**config.mk**
```make
export PLATFORM = sky130hd
export DESIGN_NAME = hazard_ctrl
export DESIGN_NICKNAME = d
export VERILOG_FILES = /design/src/rtl/hazard_ctrl.sv
export SDC_FILE = /design/constraint.sdc
export NUM_CORES = 1
export LEC_CHECK = 0
export CORE_AREA = 2 2 80 158
export DETAILED_ROUTE_END_ITERATION = 8
export DIE_AREA = 0 0 82 160
export GPL_TIMING_DRIVEN = 0
export PLACE_DENSITY_LB_ADDON = 0.08
export SLEW_MARGIN = 20
export SYNTH_ARGS = -nofsm -noshare
export SYNTH_HDL_FRONTEND = slang
export SYNTH_SLANG_ARGS = --single-unit
```
**constraint.sdc**
```tcl
create_clock -name clk -period 2.6 [get_ports clk]
set_input_delay 0.52 -clock clk [delete_from_list [all_inputs] [get_ports clk]]
set_output_delay 0.52 -clock clk [all_outputs]
set_load 0.01 [all_outputs]
```
**src/rtl/hazard_ctrl.sv**
```systemverilog
`default_nettype none
// +--------------------------------------------------------------------------+
// | Module      : hazard_ctrl                                                |
// | Description : Stall / flush generator for the five-stage pipeline.       |
// |               Keeps shadow copies of the rd tags in flight in EX and MEM,|
// |               detects dependencies that forwarding cannot cover, holds   |
// |               PC and IF/ID, bubbles ID/EX, squashes wrong-path fetches   |
// |               and counts stall and flush cycles (saturating).            |
// | Ports       : clk, rst_n (async, active low)                             |
// |               ifid_rs1addr/rs2addr/rs1used/rs2used/isbranch : ID sources |
// |               id_rdaddr/id_rdwren/id_memread : ID destination info       |
// |               br_redirect : taken branch/jump resolved in ID             |
// |               freeze      : whole pipeline held by memory wait           |
// |               pc_en, ifid_en, idex_bubble, ifid_flush : pipeline control |
// |               stall_cnt, flush_cnt : saturating event counters           |
// | Revision    : 1.0 - initial release                                      |
// +--------------------------------------------------------------------------+
module hazard_ctrl #(
   parameter int CNT_W = 32
) (
   input  logic             clk,
   input  logic             rst_n,
   input  logic [4:0]       ifid_rs1addr,
   input  logic [4:0]       ifid_rs2addr,
   input  logic             ifid_rs1used,
   input  logic             ifid_rs2used,
   input  logic             ifid_isbranch,
   input  logic [4:0]       id_rdaddr,
   input  logic             id_rdwren,
   input  logic             id_memread,
   input  logic             br_redirect,
   input  logic             freeze,
   output logic             pc_en,
   output logic             ifid_en,
   output logic             idex_bubble,
   output logic             ifid_flush,
   output logic [CNT_W-1:0] stall_cnt,
   output logic [CNT_W-1:0] flush_cnt
);

   localparam logic [CNT_W-1:0] c_cnt_one = {{(CNT_W-1){1'b0}}, 1'b1};
   localparam logic [CNT_W-1:0] c_cnt_max = {CNT_W{1'b1}};

   // Shadow copies of the ID/EX and EX/MEM destination tags
   logic [4:0]       ex_rd_q,   ex_rd_d;
   logic             ex_wren_q, ex_wren_d;
   logic             ex_load_q, ex_load_d;
   logic [4:0]       mem_rd_q,   mem_rd_d;
   logic             mem_wren_q, mem_wren_d;
   logic             mem_load_q, mem_load_d;
   logic [CNT_W-1:0] stall_cnt_q, stall_cnt_d;
   logic [CNT_W-1:0] flush_cnt_q, flush_cnt_d;

   logic w_rs1_hit_ex, w_rs2_hit_ex, w_rs1_hit_mem, w_rs2_hit_mem;
   logic w_load_use, w_br_stall, w_stall;

   always_comb begin
      w_rs1_hit_ex  = ifid_rs1used & ex_wren_q  & (ifid_rs1addr == ex_rd_q);
      w_rs2_hit_ex  = ifid_rs2used & ex_wren_q  & (ifid_rs2addr == ex_rd_q);
      w_rs1_hit_mem = ifid_rs1used & mem_wren_q & (ifid_rs1addr == mem_rd_q);
      w_rs2_hit_mem = ifid_rs2used & mem_wren_q & (ifid_rs2addr == mem_rd_q);
      w_load_use    = (w_rs1_hit_ex | w_rs2_hit_ex) & ex_load_q;
      // Branch operands are compared in ID, so a load result in MEM is
      // still too late; an ALU result in EX/MEM is forwarded.
      w_br_stall    = ifid_isbranch &
                      (((w_rs1_hit_ex  | w_rs2_hit_ex)  & ex_load_q) |
                       ((w_rs1_hit_mem | w_rs2_hit_mem) & mem_load_q));
      w_stall       = w_load_use | w_br_stall;
   end

   // Pipeline control outputs
   always_comb begin
      pc_en       = 1'b0;
      ifid_en     = 1'b0;
      idex_bubble = 1'b0;
      ifid_flush  = 1'b0;
      if (!freeze) begin
         pc_en       = ~w_stall;
         ifid_en     = ~w_stall;
         idex_bubble = w_stall;
         // A redirect seen during a stall uses stale operands; ID will
         // re-present it once the stall clears.
         ifid_flush  = br_redirect & ~w_stall;
      end
   end

   // Next-state for shadows and counters
   always_comb begin
      ex_rd_d     = ex_rd_q;
      ex_wren_d   = ex_wren_q;
      ex_load_d   = ex_load_q;
      mem_rd_d    = mem_rd_q;
      mem_wren_d  = mem_wren_q;
      mem_load_d  = mem_load_q;
      stall_cnt_d = stall_cnt_q;
      flush_cnt_d = flush_cnt_q;
      if (!freeze) begin
         mem_rd_d   = ex_rd_q;
         mem_wren_d = ex_wren_q;
         mem_load_d = ex_load_q;
         if (w_stall) begin
            ex_rd_d   = 5'd0;
            ex_wren_d = 1'b0;
            ex_load_d = 1'b0;
         end else begin
            ex_rd_d   = id_rdaddr;
            // x0 writes are discarded so they can never create a hazard
            ex_wren_d = id_rdwren & (id_rdaddr != 5'd0);
            ex_load_d = id_memread;
         end
         if (w_stall && (stall_cnt_q != c_cnt_max)) begin
            stall_cnt_d = stall_cnt_q + c_cnt_one;
         end
      end
      if (ifid_flush && (flush_cnt_q != c_cnt_max)) begin
         flush_cnt_d = flush_cnt_q + c_cnt_one;
      end
   end

   always_ff @(posedge clk or negedge rst_n) begin
      if (!rst_n) begin
         ex_rd_q     <= 5'd0;
         ex_wren_q   <= 1'b0;
         ex_load_q   <= 1'b0;
         mem_rd_q    <= 5'd0;
         mem_wren_q  <= 1'b0;
         mem_load_q  <= 1'b0;
         stall_cnt_q <= '0;
         flush_cnt_q <= '0;
      end else begin
         ex_rd_q     <= ex_rd_d;
         ex_wren_q   <= ex_wren_d;
         ex_load_q   <= ex_load_d;
         mem_rd_q    <= mem_rd_d;
         mem_wren_q  <= mem_wren_d;
         mem_load_q  <= mem_load_d;
         stall_cnt_q <= stall_cnt_d;
         flush_cnt_q <= flush_cnt_d;
      end
   end

   assign stall_cnt = stall_cnt_q;
   assign flush_cnt = flush_cnt_q;

endmodule
`default_nettype wire

```
==> flow_metrics.env, run 1 <==
export IMPL_placed_cells=621
export IMPL_holdWs_ns=0.0971
export IMPL_final_net_count=519
export IMPL_multi_input_area_um2=2110
export IMPL_finalSetupViolations=0
export IMPL_arrival_ns=2.05
export IMPL_first_pass_iters=4
export IMPL_rr_endpoint="flush_cnt[1]"
export IMPL_critPathLaunchType="input port"
export IMPL_min_period_over_period_pct=98.7
export IMPL_yosysUniqueCellTypes=38
export IMPL_vdd_drop_max_v=0.000416
export IMPL_wl_per_cell_um=16.9
export IMPL_p_per_area_nw_per_um2=562
export IMPL_drive_gt1_share_pct=16.1
export IMPL_fillers=1171
export IMPL_numCtsBuffers=9
export IMPL_yosysSeqAreaShare_pct=47.7
export IMPL_drc=0
export IMPL_numClockSinks=78
export IMPL_grt_pass1_vias=3375
export IMPL_drt_initial_drc_count=119
export IMPL_cts_max_level=3
export IMPL_grt_pass1_wl_um=17900
export IMPL_cts_tree="built"
export IMPL_synth_area_mux_share_pct=2.75
export IMPL_crit_fanout=5
export IMPL_place_congestion=0.811
export IMPL_synth_nets=409
export IMPL_hold_viol_final=0
export IMPL_finalPower_w=0.00320
export IMPL_synth_top_family_by_area="simple AND/OR/NAND/NOR gates"
export IMPL_synth_xor_area_share_pct=17.3
export IMPL_p_leak_nw=2.45
export IMPL_status="complete, no violations"
export IMPL_overflow=0
export IMPL_cts_buffer_depth=2
export IMPL_max_clock_freq_mhz=390
export IMPL_antenna_cells=0
export IMPL_syn_inst=383
export IMPL_regArea_um2=1950
export IMPL_insertion_delay_ns=0.34
export IMPL_clk_pin_slew_ns=0.06
export IMPL_ff2ff_path_depth=7
export IMPL_crit_required_ns=2.08
export IMPL_worst_r2r_setup_slack_ns=0.22
export IMPL_clock_skew_ns=0.00849
export IMPL_fin_cells=645
export IMPL_r2r_start="flush_cnt[3]"
export IMPL_critPathKind="in2out"
export IMPL_slew_viol_final=0
export IMPL_initial_core_util_pct=34.1
export IMPL_fin_setup_tns_ns=0
export IMPL_synth_compound_gate_area_share_pct=1.93
export IMPL_cp_end_kind="primary output"
export IMPL_cts_root_buf="clkbuf_16"
export IMPL_num_rows=57
export IMPL_min_period_ns=2.57
export IMPL_die_height_um=160
export IMPL_areaGrowthSynthToFinish_pct=39.2
export IMPL_io_pins=92
export IMPL_finalWirelength_um=10900
export IMPL_synth_edf_count=0
export IMPL_max_slew_margin_rel_pct=64.6
export IMPL_chipWidth_um=82
export IMPL_rsz0062_at_grt="yes"
export IMPL_max_cap_violations=0
export IMPL_vias=3310
export IMPL_dp_hpwl_um=7630
export IMPL_io_buffers=90
export IMPL_ys_warn_count=0
export IMPL_postRouteAntennaNets=0
export IMPL_drt_vias_per_instance=5.13
export IMPL_grt_use_total_pct=17.9
export IMPL_antenna_found_initial=0
export IMPL_async_flop_share_pct=100
export IMPL_hold_buffers=0
export IMPL_synthFlopType="dfrtp_1"
export IMPL_syn_cell_area_um2=4090
export IMPL_worstMarginPinSlew_ns=0.528
export IMPL_yosys_area_share_adder_pct=0.612
export IMPL_grt_max_degree=54
export IMPL_worst_hold_path_type="in2async"
export IMPL_fp_coreArea_um2=12000
export IMPL_synth_simple_area_share_pct=26.5
export IMPL_die_area_um2=13100
export IMPL_ys_seq_elements=78
export IMPL_synth_avg_cell_area_um2=10.7
-- worst max-delay path, stage by stage --
cell           delay, ns
dlygate4sd2_1       0.26
xnor2_1             0.13
nand4_1             0.14
nor4_4              0.05
or4_4               0.57
clkinvlp_4          0.13
and2_4              0.14
buf_6               0.09
-- layout by cell type, fill, tap and decap left out, types with 4 or more instances in the layout --
cell / Yosys / layout
dfrtp_1: 78 / 76
clkdlybuf4s50_1: 0 / 72
xnor2_1: 48 / 46
nand3_1: 37 / 36
nand4_1: 31 / 31
xor2_1: 33 / 30
nor3_1: 26 / 23
and3_1: 19 / 19
nand2_1: 19 / 19
buf_4: 2 / 13
inv_1: 10 / 9
mux2_2: 9 / 9
clkbuf_16: 0 / 9
dlygate4sd2_1: 0 / 9
nor4_2: 8 / 8
clkbuf_1: 6 / 7
nor4_4: 3 / 5
and2_1: 6 / 5
nor2_1: 5 / 5
and4_1: 5 / 5
buf_6: 0 / 4
a22o_1: 4 / 4
-- how the worst max path moves through the flow --
| stage | from | to | slack [ns] | cells after the start |
|---|---|---|---|---|
| after detailed placement | ifid_rs1addr[1] | ifid_flush | -1.13 | 9 |
| after floorplan | ifid_rs1addr[0] | ifid_flush | 0.11 | 8 |
| after CTS | ex_rd_q[3] | ifid_flush | -0.15 | 9 |
| after global routing | ifid_rs1addr[1] | ifid_flush | -0.05 | 7 |
| final | ifid_rs1addr[0] | ifid_flush | 0.03 | 8 |
| after global placement | rst_n | flush_cnt[22] | -1.98 | 1 |
-- area by class of cell --
| type | instances | area share, % |
|---|---|---|
| plain buffers | 15 | 1.65 |
| multi-input cells | 278 | 37.0 |
| repair buffers | 101 | 17.5 |
| well taps | 147 | 3.23 |
| flip-flops and latches | 78 | 34.3 |
| clock inverters | 3 | 1.19 |
| inverters | 10 | 0.725 |
| clock buffers | 13 | 4.39 |
-- sequential cells by signal, summed over array words and instances (netlist names) --
signal,flops
flush_cnt,32
stall_cnt,32
ex_rd_q,5
mem_rd_q,5
ex_load_q,1
ex_wren_q,1
mem_load_q,1
mem_wren_q,1
-- synthesized netlist by cell type, types with 2 or more instances --
master	number	area (um2)
dfrtp_1	78	1950
xnor2_1	48	420
nand3_1	37	185
xor2_1	33	289
nand4_1	31	194
nor3_1	26	130
and3_1	19	119
nand2_1	19	71.3
inv_1	10	37.5
mux2_2	9	101
nor4_2	8	100
and2_1	6	37.5
clkbuf_1	6	22.5
and4_1	5	43.8
buf_2	5	25.0
nor2_1	5	18.8
nor4_1	5	31.3
a22o_1	4	35.0
buf_1	3	11.3
nor4_4	3	63.8
buf_4	2	15.0
ha_1	2	25.0
nand2b_1	2	12.5
o21ai_0	2	10.0
or3_1	2	12.5
-- cell families after synthesis --
group	Yosys count
adders and majority gates	2
DFF	78
AOI/OAI and AO/OA	10
and+or+nand+nor	175
xor gates and xnor gates	81
muxes	10
buffers and inverters	27
-- per-stage QoR --
step / instance area [um2] / worst slack [ns] / util [%]
2_1_floorplan: 4090 / 0.113 / -
3_3_place_gp: 5180 / -1.98 / 43.2
3_5_place_dp: 5200 / -1.13 / 43.4
4_1_cts: 5610 / -0.149 / 46.8
5_1_grt: 5700 / -0.0473 / 47.5
6_report: 5700 / 0.0348 / 47.5
-- layer usage --
layer	part of all wire (%)	GRT usage [%]	up-vias	routed length (um)
met5	0	0	-	0
met3	4.7	3.84	17	509
met1	47	26.6	1618	5090
met4	2.5	7.12	0	267
li1	-	-	1591	-
met2	46	25.1	84	5020
-- power breakdown --
group	internal [W]	total, W	switching (W)
Sequential	0.00129	0.00140	0.000111
Clock	0.000868	0.00135	0.000486
Combinational	0.000240	0.000448	0.000208
Total	0.00240	0.00320	0.000805
-- repair_timing --
| action | 4_1_cts | 5_1_grt |
|---|---|---|
| pin swaps | 15 | 11 |
| resized for setup | 43 | 22 |
| setup buffers | 7 | 3 |
| setup endpoints to repair | 4 | 29 |
Power figures use the tool's default switching activity.
==> inputs of run 2 (changes only) <==
- REMOVE_ABC_BUFFERS: default -> 1
- clock period: 2.6 -> 2.65 ns (I/O delays scaled with it)
==> run 2 against run 1 <==
Clock power is essentially flat. Non-clock buffer count down 4. Via count up 1.5%. Utilization up 0.29 points. First-iteration DRC count grew 11%. Sequential power about the same. Clock skew decreased by 0.0025 ns. Clock-buffer cell count fell by 3. Critical endpoint unchanged. Highest routed layer unchanged.
==> flow_metrics.env, run 2 (same netlist as run 1, synthesis figures left out) <==
export IMPL_layout_common_cells="dfrtp_1 (77), clkdlybuf4s50_1 (73), xnor2_1 (48)"
export IMPL_max_clock_freq_mhz=379
export IMPL_areaGrowthSynthToFinish_pct=40.1
export IMPL_antenna_cells=0
export IMPL_critPathLaunchType="input port"
export IMPL_status="complete, no violations"
export IMPL_switching_share_pct=26.0
export IMPL_finalPower_w=0.00314
export IMPL_grt_use_total_pct=17.9
export IMPL_first_pass_iters=4
export IMPL_wl_per_cell_um=17.1
export IMPL_finalWirelength_um=11000
export IMPL_overflow=0
export IMPL_fillers=1134
export IMPL_p_per_area_nw_per_um2=548
export IMPL_vdd_drop_max_v=0.000354
export IMPL_critPathKind="in2out"
export IMPL_min_period_over_period_pct=99.5
export IMPL_slowest_delay_ns=0.55
export IMPL_switching_power_w=0.000815
export IMPL_ff2ff_path_depth=8
export IMPL_drive_gt1_share_pct=16.3
export IMPL_cp_end_kind="primary output"
export IMPL_grt_max_degree=53
export IMPL_antenna_found_initial=0
export IMPL_grt_pass1_wl_um=18100
export IMPL_numClockSinks=78
export IMPL_p_seq_share_pct=43.9
export IMPL_finalSetupViolations=0
export IMPL_clk_pin_slew_ns=0.06
export IMPL_io_pins=92
export IMPL_crit_required_ns=2.12
export IMPL_max_cap_violations=0
export IMPL_clock_skew_ns=0.00604
export IMPL_final_net_count=517
export IMPL_cts_tree="built"
export IMPL_insertion_delay_ns=0.33
export IMPL_crit_fanout=4
export IMPL_cts_buffer_depth=2
export IMPL_io_buffers=91
export IMPL_final_area_um2=5730
export IMPL_die_area_um2=13100
export IMPL_holdWs_ns=0.118
export IMPL_p_leak_nw=2.47
export IMPL_rsz0062_at_grt="yes"
export IMPL_cts_root_buf="clkbuf_16"
export IMPL_p_int_w=0.00232
export IMPL_drc=0
export IMPL_slew_viol_final=0
export IMPL_hold_buffers=0
export IMPL_initial_core_util_pct=34.1
export IMPL_grt_pass1_vias=3450
export IMPL_p_comb_share_pct=13.8
export IMPL_worst_hold_path_type="in2async"
export IMPL_worstPathCellList="dlygate4sd2_1, xnor2_1, nand4_1, o22ai_4, or4_4, clkinvlp_4, and2_4, buf_6"
export IMPL_hold_viol_final=0
export IMPL_dp_hpwl_um=7000
export IMPL_arrival_ns=2.11
export IMPL_drt_initial_drc_count=132
export IMPL_min_period_ns=2.64
export IMPL_die_height_um=160
export IMPL_num_rows=57
export IMPL_fp_coreArea_um2=12000
export IMPL_final_common_cell="dfrtp_1"
export IMPL_chipWidth_um=82
export IMPL_max_slew_margin_rel_pct=43.7
export IMPL_drt_vias_per_instance=5.22
export IMPL_place_congestion=0.761
export IMPL_slowest_stage="or4_4"
export IMPL_numCtsBuffers=9
export IMPL_postRouteAntennaNets=0
export IMPL_dpl_cell_area_um2=5180
export IMPL_vias=3358
export IMPL_worstMarginPinSlew_ns=0.838
export IMPL_cts_max_level=3
export IMPL_pwr_share_clk_pct=42.4
## run 2: cell types whose count changed in the layout (fill, tap and decap cells not counted), moves of 2 or more
cell             change
clkdlybuf4s15_1      +2
dlygate4sd2_1        -2
buf_6                -2
buf_4                +6
clkinv_2             +2
buf_2                -2
xnor2_1              +2
buf_1                -2
xnor2_2              -2
clkbuf_1             -6
## run 2: path summary, 6_finish.rpt
kind / start / end / slack (ns)
setup / recovery: ifid_rs1addr[3] / ifid_flush / 0.01
hold / removal: rst_n / stall_cnt[17] / 0.12
setup reg to reg: flush_cnt[0] / flush_cnt[1] / 0.23
hold reg to reg: flush_cnt[23] / flush_cnt[23] / 0.49
max in group asynchronous: rst_n / ex_rd_q[3] / 1.90
min in group clk: flush_cnt[23] / flush_cnt[23] / 0.49
## run 2: final cells by class
class,count,area [um2],share of cell area (%)
multi-input combinational,280,2130,37.1
sequential,78,1950,34.1
timing repair buffer,112,1110,19.4
clock buffer,10,229,3.99
tap,147,184,3.21
clock inverter,6,86.3,1.51
inverter,10,41.3,0.720
## run 2: routing by layer
metal  vias to the layer above  routed length [um]  global-route usage (%)
li1                       1597                   -                       -
met1                      1651                4960                    25.7
met5                         -                   0                       0
met2                        99                5290                    26.9
met3                        11                 601                    3.33
met4                         0                 154                    5.91
## run 2: metrics by stage
step	setup TNS [ns]	worst slack (ns)	util, %	cells
3_3_place_gp	-210.93	-2.04	42.5	604
3_5_place_dp	-31.49	-1.44	43.3	607
2_1_floorplan	-0.745	-0.390	-	366
5_1_grt	-0.130	-0.0677	47.8	643
6_report	0	0.0124	47.8	643
4_1_cts	-0.190	-0.145	47.5	640
## run 2: power groups by stage
stage / clock network [W] / registers (W) / logic [W]
after global routing: 0.00142 / 0.00139 / 0.000472
after global placement: 0 / 0.00140 / 0.000391
after CTS: 0.00137 / 0.00137 / 0.000436
after floorplan: 0 / 0.00139 / 0.000165
after detailed placement: 0 / 0.00139 / 0.000409
final: 0.00133 / 0.00138 / 0.000432
## run 2: what timing repair did
item / CTS / global route
pin swaps: 12 / 10
setup buffers: 14 / 4
resized for setup: 39 / 15
gates cloned: 3 / 0
endpoints found under the setup margin: 69 / 18
## run 2: worst max-delay path, delay by kind of cell
| kind | cells | cell delay (ns) |
|---|---|---|
| AOI/OAI and AO/OA | 1 | 0.10 |
| and+or+nand+nor | 3 | 0.84 |
| buffers and inverters | 3 | 0.51 |
| xor gates and xnor gates | 1 | 0.14 |
